<file path="src/rtl/tick_timer_pkg.sv">
// Shared definitions for the tick-driven countdown timer.
package tick_timer_pkg;

   // Default width of load_value / remaining (seconds).
   localparam int CNT_W_DEF      = 8;

   // Default saturation point of the tenths counter.
   localparam int TENTHS_MAX_DEF = 9;

   // Width of the tenths output.
   localparam int TENTHS_W       = 4;

   // Timer FSM state encoding.
   typedef logic [1:0] state_t;

   localparam state_t ST_IDLE    = 2'd0;
   localparam state_t ST_RUN     = 2'd1;
   localparam state_t ST_PAUSE   = 2'd2;
   localparam state_t ST_EXPIRED = 2'd3;

endpackage

</file>
<file path="src/rtl/edge_sync.sv">
// Brings one slow square wave into the clk domain and turns each rising edge
// into a single-cycle tick. Ticks are masked for SYNC_STAGES+1 cycles after
// reset so that a level already high at release is not mistaken for an edge.
module edge_sync #(
   parameter int SYNC_STAGES = 2
) (
   input  logic clk,
   input  logic reset,
   input  logic async_in,
   output logic tick
);

   localparam int WARM_CYC = SYNC_STAGES + 1;
   localparam int WARM_W   = $clog2(WARM_CYC + 1);

   logic [SYNC_STAGES-1:0] sync_q, sync_d;
   logic                   prev_q, prev_d;
   logic                   tick_q, tick_d;
   logic [WARM_W-1:0]      warm_q, warm_d;
   logic                   warm_done;

   // Shift the synchronizer, remember last synchronized level, detect rise.
   always_comb begin
      sync_d    = {sync_q[SYNC_STAGES-2:0], async_in};
      prev_d    = sync_q[SYNC_STAGES-1];
      warm_done = (warm_q == WARM_W'(WARM_CYC));
      warm_d    = warm_done ? warm_q : warm_q + WARM_W'(1);
      tick_d    = sync_q[SYNC_STAGES-1] & ~prev_q & warm_done;
   end

   // All edge-path flops clear on reset so warm-up restarts every time.
   always_ff @(posedge clk) begin
      if (reset) begin
         sync_q <= '0;
         prev_q <= 1'b0;
         tick_q <= 1'b0;
         warm_q <= '0;
      end else begin
         sync_q <= sync_d;
         prev_q <= prev_d;
         tick_q <= tick_d;
         warm_q <= warm_d;
      end
   end

   assign tick = tick_q;

endmodule

</file>
<file path="src/rtl/tick_timer.sv">
// Loadable countdown timer driven by enable pulses derived from the divided
// 1 Hz / 10 Hz square waves. Everything runs on clk; the slow waves are data.
module tick_timer
   import tick_timer_pkg::*;
#(
   parameter int CNT_W       = CNT_W_DEF,
   parameter int SYNC_STAGES = 2,
   parameter int TENTHS_MAX  = TENTHS_MAX_DEF
) (
   input  logic                clk,
   input  logic                reset,
   input  logic                clk_1hz,
   input  logic                clk_10hz,
   input  logic                start,
   input  logic                pause,
   input  logic                cancel,
   input  logic [CNT_W-1:0]    load_value,
   output logic                tick_1hz,
   output logic                tick_10hz,
   output logic [CNT_W-1:0]    remaining,
   output logic [TENTHS_W-1:0] tenths,
   output logic                running,
   output logic                expired,
   output logic                done
);

   state_t                state_q, state_d;
   logic [CNT_W-1:0]      rem_q, rem_d;
   logic [TENTHS_W-1:0]   tenths_q, tenths_d;
   logic                  expired_q, expired_d;

   // Tenths count stops at TENTHS_MAX rather than wrapping when the 10 Hz
   // input runs faster than the nominal divider ratio.
   function automatic logic [TENTHS_W-1:0] tenths_sat_inc(input logic [TENTHS_W-1:0] v);
      if (v >= TENTHS_W'(TENTHS_MAX)) begin
         return TENTHS_W'(TENTHS_MAX);
      end
      return v + TENTHS_W'(1);
   endfunction

   edge_sync #(
      .SYNC_STAGES (SYNC_STAGES)
   ) u_sync_1hz (
      .clk      (clk),
      .reset    (reset),
      .async_in (clk_1hz),
      .tick     (tick_1hz)
   );

   edge_sync #(
      .SYNC_STAGES (SYNC_STAGES)
   ) u_sync_10hz (
      .clk      (clk),
      .reset    (reset),
      .async_in (clk_10hz),
      .tick     (tick_10hz)
   );

   // Next-state logic; priority is cancel > start > pause > 1 Hz > 10 Hz,
   // and ticks seen outside RUN are simply dropped.
   always_comb begin
      state_d   = state_q;
      rem_d     = rem_q;
      tenths_d  = tenths_q;
      expired_d = 1'b0;
      if (cancel) begin
         state_d  = ST_IDLE;
         rem_d    = '0;
         tenths_d = '0;
      end else if (start) begin
         rem_d    = load_value;
         tenths_d = '0;
         if (load_value == '0) begin
            state_d   = ST_EXPIRED;
            expired_d = 1'b1;
         end else begin
            state_d = ST_RUN;
         end
      end else begin
         case (state_q)
            ST_RUN: begin
               if (pause) begin
                  state_d = ST_PAUSE;
               end else if (tick_1hz) begin
                  tenths_d = '0;
                  // Guard on <=1 so remaining can never wrap below zero.
                  if (rem_q <= CNT_W'(1)) begin
                     rem_d     = '0;
                     state_d   = ST_EXPIRED;
                     expired_d = 1'b1;
                  end else begin
                     rem_d = rem_q - CNT_W'(1);
                  end
               end else if (tick_10hz) begin
                  tenths_d = tenths_sat_inc(tenths_q);
               end
            end
            ST_PAUSE: begin
               if (!pause) begin
                  state_d = ST_RUN;
               end
            end
            ST_EXPIRED: begin
               rem_d = '0;
            end
            ST_IDLE: begin
               state_d = ST_IDLE;
            end
            default: begin
               state_d = ST_IDLE;
            end
         endcase
      end
   end

   // Timer state registers, all cleared by reset.
   always_ff @(posedge clk) begin
      if (reset) begin
         state_q   <= ST_IDLE;
         rem_q     <= '0;
         tenths_q  <= '0;
         expired_q <= 1'b0;
      end else begin
         state_q   <= state_d;
         rem_q     <= rem_d;
         tenths_q  <= tenths_d;
         expired_q <= expired_d;
      end
   end

   assign remaining = rem_q;
   assign tenths    = tenths_q;
   assign running   = (state_q == ST_RUN);
   assign done      = (state_q == ST_EXPIRED);
   assign expired   = expired_q;

endmodule
</file>
<file path="config.mk">
export PLATFORM = sky130hd
export DESIGN_NAME = tick_timer
export DESIGN_NICKNAME = d
export VERILOG_FILES = /design/src/rtl/tick_timer_pkg.sv /design/src/rtl/edge_sync.sv /design/src/rtl/tick_timer.sv
export SDC_FILE = /design/constraint.sdc
export NUM_CORES = 1
export LEC_CHECK = 0
export CAP_MARGIN = 10
export CORE_MARGIN = 2
export CORE_UTILIZATION = 25
export CTS_BUF_LIST = sky130_fd_sc_hd__clkbuf_16
export DETAILED_ROUTE_END_ITERATION = 6
export HOLD_SLACK_MARGIN = 0.08
export PLACE_DENSITY_LB_ADDON = 0.25
export SLEW_MARGIN = 20
export SYNTH_ARGS = -nofsm -noshare
export SYNTH_HDL_FRONTEND = slang
export SYNTH_SLANG_ARGS = --single-unit
</file>
<file path="constraint.sdc">
create_clock -name clk -period 2.2 [get_ports clk]
set_input_delay 0.22 -clock clk [delete_from_list [all_inputs] [get_ports clk]]
set_output_delay 0.22 -clock clk [all_outputs]
set_load 0.01 [all_outputs]
</file>
==> impl_metrics.toml, run 1 <==
[cts]
cts.sink_count = 27
tritoncts = "built"
cts.hold.buffers_added = 0
postCtsSetupBuffers = 0
clk-insertion-delay-late_ns = 0.26
clk_pin_slew_ns = 0.07
root_buffer = "sky130_fd_sc_hd__clkbuf_16"
cts_max_path_buffers = 2
cts_resized = 0
total_cts_buffers = 3
h-tree-depth = 1

[sta]
hold_violations = 0
setup_repair_after_global_routing_missed_its_margin = "false"
fin_setup_tns_ns = 0
fmax_ghz = 0.5277
drv_slew = 0
fin_hold_ws_ns = 0.4401
finalCriticalPeriod_ns = 1.895
setup-violations-final = 0
final.setup_skew_ns = 0.005998
min_period_over_period_pct = 86.14
max_slew_margin_pct = 60.97
slew_at_the_pin_closest_to_its_max_slew_limit_ns = 0.5773

[power_and_ir_drop]
p_clk_share_pct = 37.6
power.internal_mw = 0.8624
switching_part_of_the_total_pct = 25.84
net-switching-power_mw = 0.3004
comb_power_share_pct = 16.2
pwr_density_cell_nw_per_um2 = 620.8
worst_ir_drop_vdd_v = 0.0003924
p_leak_nw = 0.6864
seq_power_share_pct = 46.3

[placed_design]
io_buffer_count = 31
gpl_wtd_cong = 0.7907
placed_area_sq_um = 1789
detailedPlacementHpwl_microns = 2527

[hold_path]
worstHoldPathType = "reg -> reg"
hold_path_depth = 1

[global_route]
grt_pass1_wl_microns = 5706
pin_count_of_the_biggest_net_entering_global_routing = 18
antenna_found_initial = 0
grt_pass1_vias = 1175
gr-usage-all-layers_pct = 11.46
grt_overflow = 0

[worst_setup_path]
timing.critical_path.slowest_stage_cell = "sky130_fd_sc_hd__nor4b_1"
critPathArrivalTime_ns = 2.09
critical_path_peak_fanout = 6
rrSetupSlack_ns = 0.30
path_class = "reg -> reg"
rr_worst_depth = 6
worst_path_largest_cell_delay_ns = 0.52
setup.worst_path.start_class = "flip-flop"
capturing_element_type_of_the_critical_path = "flip-flop"
crit_required_ns = 2.39
cp_cell_sequence = "inv_1, ha_1, nor4b_1, o2111a_1, o211ai_1, a31oi_1"

[synthesis]
netlist_instances = 159
post_synth_xor_area_fraction_pct = 1.265
synth.mux.area_fraction_pct = 1.445
synth_area_sq_um = 1385
synth_sequential_area_ratio_pct = 39.02
synthFlopType = "sky130_fd_sc_hd__dfxtp_1"
synthDistinctLibCells = 43
synth_seq_cells = 27
combinational_family_with_the_most_area_after_synthesis = "simple AND/OR/NAND/NOR gates"
synthesis.area_per_instance_sq_um = 8.711
post_synth_edffs = 0
synth_fp_nets = 181
post_synthesis_adder_cell_area_fraction_pct = 7.046
synth_simple_gate_area_share_pct = 26.20
yosys_warnings = 0
synth_async_sr_flop_share_pct = 0
synth_compound_gate_area_share_pct = 21.77

[routing]
count_of_antenna_violating_nets_left_after_detailed_routing = 0
route.final.wire_length_microns = 3352
wire_per_inst_microns = 12.70
route.detailed.drc = 0
drt_pass1_iterations = 4
vias = 1244
drt_iter0_markers = 113
avgViaCountPerCell = 4.712

[flow_run]
max_cap_viols = 0

[layout]
synthToLayoutAreaGrowth_pct = 35.23
antenna-diode-count = 0
layout-drive-gt1-share_pct = 6.771
finalNetCount = 215
final_cell_area_sq_um = 1873
final_cell_mix = "sky130_fd_sc_hd__clkdlybuf4s50_1, sky130_fd_sc_hd__dfxtp_1, sky130_fd_sc_hd__nor2_1, sky130_fd_sc_hd__nand2_1, sky130_fd_sc_hd__a21oi_1"
layout_commonest_cell = "sky130_fd_sc_hd__clkdlybuf4s50_1"

[floorplanning]
pin_count = 32
die_h_microns = 78.44
initial_core_util_pct = 25.47
rows = 27
die_width_microns = 78.44
core_area_sq_um = 5439
dieArea_sq_um = 6152

[run_status]
run_status = "complete, no violations"
==> registers in the layout, indices dropped and copies added, names as in the netlist, 2 cells and up <==
name                count
remaining               8
tenths                  4
u_sync_10hz.sync_q      2
u_sync_1hz.warm_q       2
u_sync_10hz.warm_q      2
u_sync_1hz.sync_q       2
state_q                 2
==> critical path: cells and delay by family (launching register included) <==
family,cells,cell delay [ns]
DFF,1,0.36
buffers and inverters,1,0.12
and+or+nand+nor,1,0.52
adders and majority gates,1,0.27
AOI/OAI and AO/OA,3,0.56
==> layout make-up <==
class / count / area [sq um]
inverter: 5 / 18.77
tap: 72 / 90.09
timing repair buffer: 35 / 340.3
fill: 565 / 3566
clock inverter: 1 / 8.758
multi-input combinational: 121 / 799.5
clock buffer: 3 / 75.07
sequential: 27 / 540.5
==> cell usage after synthesis (3+ instances only) <==
cell type / instances / area [sq um]
sky130_fd_sc_hd__a211oi_1: 4 / 30.03
sky130_fd_sc_hd__a21oi_1: 10 / 50.05
sky130_fd_sc_hd__and2_1: 3 / 18.77
sky130_fd_sc_hd__buf_2: 3 / 15.01
sky130_fd_sc_hd__clkbuf_1: 3 / 11.26
sky130_fd_sc_hd__dfxtp_1: 27 / 540.5
sky130_fd_sc_hd__ha_1: 7 / 87.58
sky130_fd_sc_hd__inv_1: 5 / 18.77
sky130_fd_sc_hd__nand2_1: 13 / 48.80
sky130_fd_sc_hd__nand3_1: 3 / 15.01
sky130_fd_sc_hd__nor2_1: 14 / 52.55
sky130_fd_sc_hd__nor2b_1: 9 / 56.30
sky130_fd_sc_hd__nor3_1: 7 / 35.03
sky130_fd_sc_hd__o21ai_0: 6 / 30.03
sky130_fd_sc_hd__or3_1: 6 / 37.54
==> metal layers <==
| layer | vias up | share of wire, % | global-route usage, % |
|---|---|---|---|
| met1 | 572 | 51 | 15.96 |
| li1 | 647 | - | - |
| met2 | 23 | 45 | 18.45 |
| met5 | - | 0 | 0 |
| met3 | 2 | 2.2 | 2.414 |
| met4 | 0 | 1.0 | 2.105 |
==> metrics by stage <==
step / setup WS [ns] / instances / util [%] / power (mW)
floorplan: 0.4968 / 159 / - / 0.6613
global placement: 0.3722 / 260 / 32.90 / 0.7354
detailed placement: 0.3374 / 260 / 32.90 / 0.7378
CTS: 0.3346 / 264 / 34.44 / 1.177
global route: 0.1431 / 264 / 34.44 / 1.231
finish: 0.3048 / 264 / 34.44 / 1.163
==> worst paths after layout <==
kind                                   startpoint                              end
setup reg to reg        remaining[1]$_SDFFE_PP0P_        remaining[6]$_SDFFE_PP0P_
hold / removal    u_sync_1hz.sync_q[0]$_SDFF_PP0_  u_sync_1hz.sync_q[1]$_SDFF_PP0_
hold reg to reg   u_sync_1hz.sync_q[0]$_SDFF_PP0_  u_sync_1hz.sync_q[1]$_SDFF_PP0_
setup / recovery        remaining[1]$_SDFFE_PP0P_        remaining[6]$_SDFFE_PP0P_
==> cells by family (layout without fill, tap and decap cells) <==
family / count (synthesis) / count (layout)
xor+xnor: 2 / 2
buf+inv: 11 / 44
mux: 2 / 2
compound gates: 41 / 41
fa+ha+maj: 8 / 8
flops: 27 / 27
simple gates: 68 / 68
==> power groups by stage <==
stage,sequential (mW),clock [mW],combinational [mW]
floorplan,0.548,0,0.113
global placement,0.549,0,0.186
detailed placement,0.550,0,0.188
CTS,0.538,0.450,0.189
global route,0.543,0.475,0.214
finish,0.538,0.437,0.188
No activity file was read; power rests on OpenSTA's default activity.
==> run 2, diff against run 1 <==
--- a/config.mk
+++ b/config.mk
@@ -16,3 +16,4 @@
 export SYNTH_ARGS = -nofsm -noshare
 export SYNTH_HDL_FRONTEND = slang
 export SYNTH_SLANG_ARGS = --single-unit
+export TNS_END_PERCENT = 1
==> constraint.sdc (replaced) <==
create_clock -name clk -period 2.35 [get_ports clk]
set_input_delay 0.235 -clock clk [delete_from_list [all_inputs] [get_ports clk]]
set_output_delay 0.235 -clock clk [all_outputs]
set_load 0.01 [all_outputs]
==> run 2 against run 1 <==
Net effect: power shrank 7.0%; sequential share of layout area stayed put; wire length decreased by 0.89%; cell count stayed put; die area is the same; highest routed layer unchanged; critical path type unchanged; sequential cell count did not move; largest power group unchanged; largest cell class unchanged.
==> impl_metrics.toml, run 2 (synthesized netlist as in run 1, its figures left out) <==
[routing]
wl_met1_microns = 1659
route.detailed.drc = 0
top_layer_used = "met4"
avgViaCountPerCell = 4.754
wire_per_inst_microns = 12.58
met2RoutedLength_microns = 1506
drt_iter0_markers = 132
vias = 1255
route.final.wire_length_microns = 3322
drt_pass1_iterations = 4
routed-wl-met3_microns = 113
count_of_antenna_violating_nets_left_after_detailed_routing = 0

[global_route]
gr-usage-all-layers_pct = 11.13
grt_pass1_vias = 1128
antenna_found_initial = 0
pin_count_of_the_biggest_net_entering_global_routing = 18
grt_overflow = 0
grt_pass1_wl_microns = 5506

[floorplanning]
initial_core_util_pct = 25.47
rows = 27
core_area_sq_um = 5439
pin_count = 32
die_h_microns = 78.44
die_width_microns = 78.44
dieArea_sq_um = 6152

[sta]
fin_setup_tns_ns = 0
drv_slew = 0
slew_at_the_pin_closest_to_its_max_slew_limit_ns = 0.4788
final.setup_skew_ns = 0.002825
fin_hold_ws_ns = 0.4381
setup_repair_after_global_routing_missed_its_margin = "false"
setup-violations-final = 0
fmax_ghz = 0.5307
max_slew_margin_pct = 67.96
min_period_over_period_pct = 80.18
finalCriticalPeriod_ns = 1.884
hold_violations = 0

[flow_run]
max_cap_viols = 0

[placed_design]
io_buffer_count = 31
placed_area_sq_um = 1789
place_inst = 260
gpl_wtd_cong = 0.7862
detailedPlacementHpwl_microns = 2457

[cts]
postCtsSetupBuffers = 0
h-tree-depth = 1
total_cts_buffers = 3
cts_max_path_buffers = 2
root_buffer = "sky130_fd_sc_hd__clkbuf_16"
cts.sink_count = 27
cts_resized = 0
clk_pin_slew_ns = 0.07
clk-insertion-delay-late_ns = 0.26
tritoncts = "built"
cts.hold.buffers_added = 0

[layout]
final_cells = 264
largest_register_ffs = 8
final_cell_area_sq_um = 1873
antenna-diode-count = 0
final_cell_mix = "sky130_fd_sc_hd__clkdlybuf4s50_1, sky130_fd_sc_hd__dfxtp_1, sky130_fd_sc_hd__nor2_1, sky130_fd_sc_hd__nand2_1, sky130_fd_sc_hd__a21oi_1"
finalNetCount = 215
synthToLayoutAreaGrowth_pct = 35.23
layout-drive-gt1-share_pct = 6.771
layout_commonest_cell = "sky130_fd_sc_hd__clkdlybuf4s50_1"
n_fill_cell = 560

[power_and_ir_drop]
report.power.total_mw = 1.081
worst_ir_drop_vdd_v = 0.0004092
pwr_density_cell_nw_per_um2 = 577.2
p_leak_nw = 0.6864

[worst_setup_path]
crit_required_ns = 2.54
critical_path_peak_fanout = 6
setup.worst_path.start_class = "flip-flop"
critPathArrivalTime_ns = 2.08
path_class = "reg -> reg"
capturing_element_type_of_the_critical_path = "flip-flop"
timing.critical_path.slowest_stage_cell = "sky130_fd_sc_hd__dfxtp_1"
worst_path_largest_cell_delay_ns = 0.42
cp_cell_sequence = "inv_1, ha_1, nor2_1, o31ai_4, or3_1, a21oi_1"

[hold_path]
worstHoldPathType = "reg -> reg"

[run_status]
run_status = "complete, no violations"
[run 2: cell counts in the layout (fill, tap and decap cells not counted)]
No cell type changed its count.
[run 2: per-layer routing]
layer,global-route usage [%],vias up
li1,-,651
met1,15.63,577
met2,17.33,25
met3,1.839,2
met4,3.684,0
met5,0,-
[run 2: worst max-delay path, delay by kind of cell, from the launching register on]
kind,cells,cell delay (ns)
compound gates,2,0.27
fa+ha+maj,1,0.27
buf+inv,1,0.11
flops,1,0.42
simple gates,2,0.74
[run 2: cell type report]
type,instances,area [sq um],share of cell area (%)
clock buffer,3,75.07,4.008
clock inverter,1,8.758,0.4676
inverter,5,18.77,1.002
multi-input combinational,121,799.5,42.69
sequential,27,540.5,28.86
tap,72,90.09,4.810
timing repair buffer,35,340.3,18.17
[run 2: path summary, 6_finish.rpt]
| path | start | to | slack [ns] | depth (start not counted) |
|---|---|---|---|---|
| worst max-delay path | remaining[1]$_SDFFE_PP0P_ | remaining[0]$_SDFFE_PP0P_ | 0.47 | 6 |
| worst min register to register | u_sync_1hz.sync_q[0]$_SDFF_PP0_ | u_sync_1hz.sync_q[1]$_SDFF_PP0_ | 0.44 | 1 |
| worst max register to register | remaining[1]$_SDFFE_PP0P_ | remaining[0]$_SDFFE_PP0P_ | 0.47 | 6 |
| worst min-delay path | u_sync_1hz.sync_q[0]$_SDFF_PP0_ | u_sync_1hz.sync_q[1]$_SDFF_PP0_ | 0.44 | 1 |
[run 2: per-stage QoR]
step	utilization (%)	setup WS, ns
after floorplan	-	0.6468
after global placement	32.90	0.4868
after detailed placement	32.90	0.4540
after CTS	34.44	0.4810
after global routing	34.44	0.3069
final	34.44	0.4658
[run 2: power by group]
part / switching [mW] / internal, mW
combinational: 0.0872 / 0.0880
sequential: 0.0197 / 0.484
clock: 0.167 / 0.235
total: 0.274 / 0.807
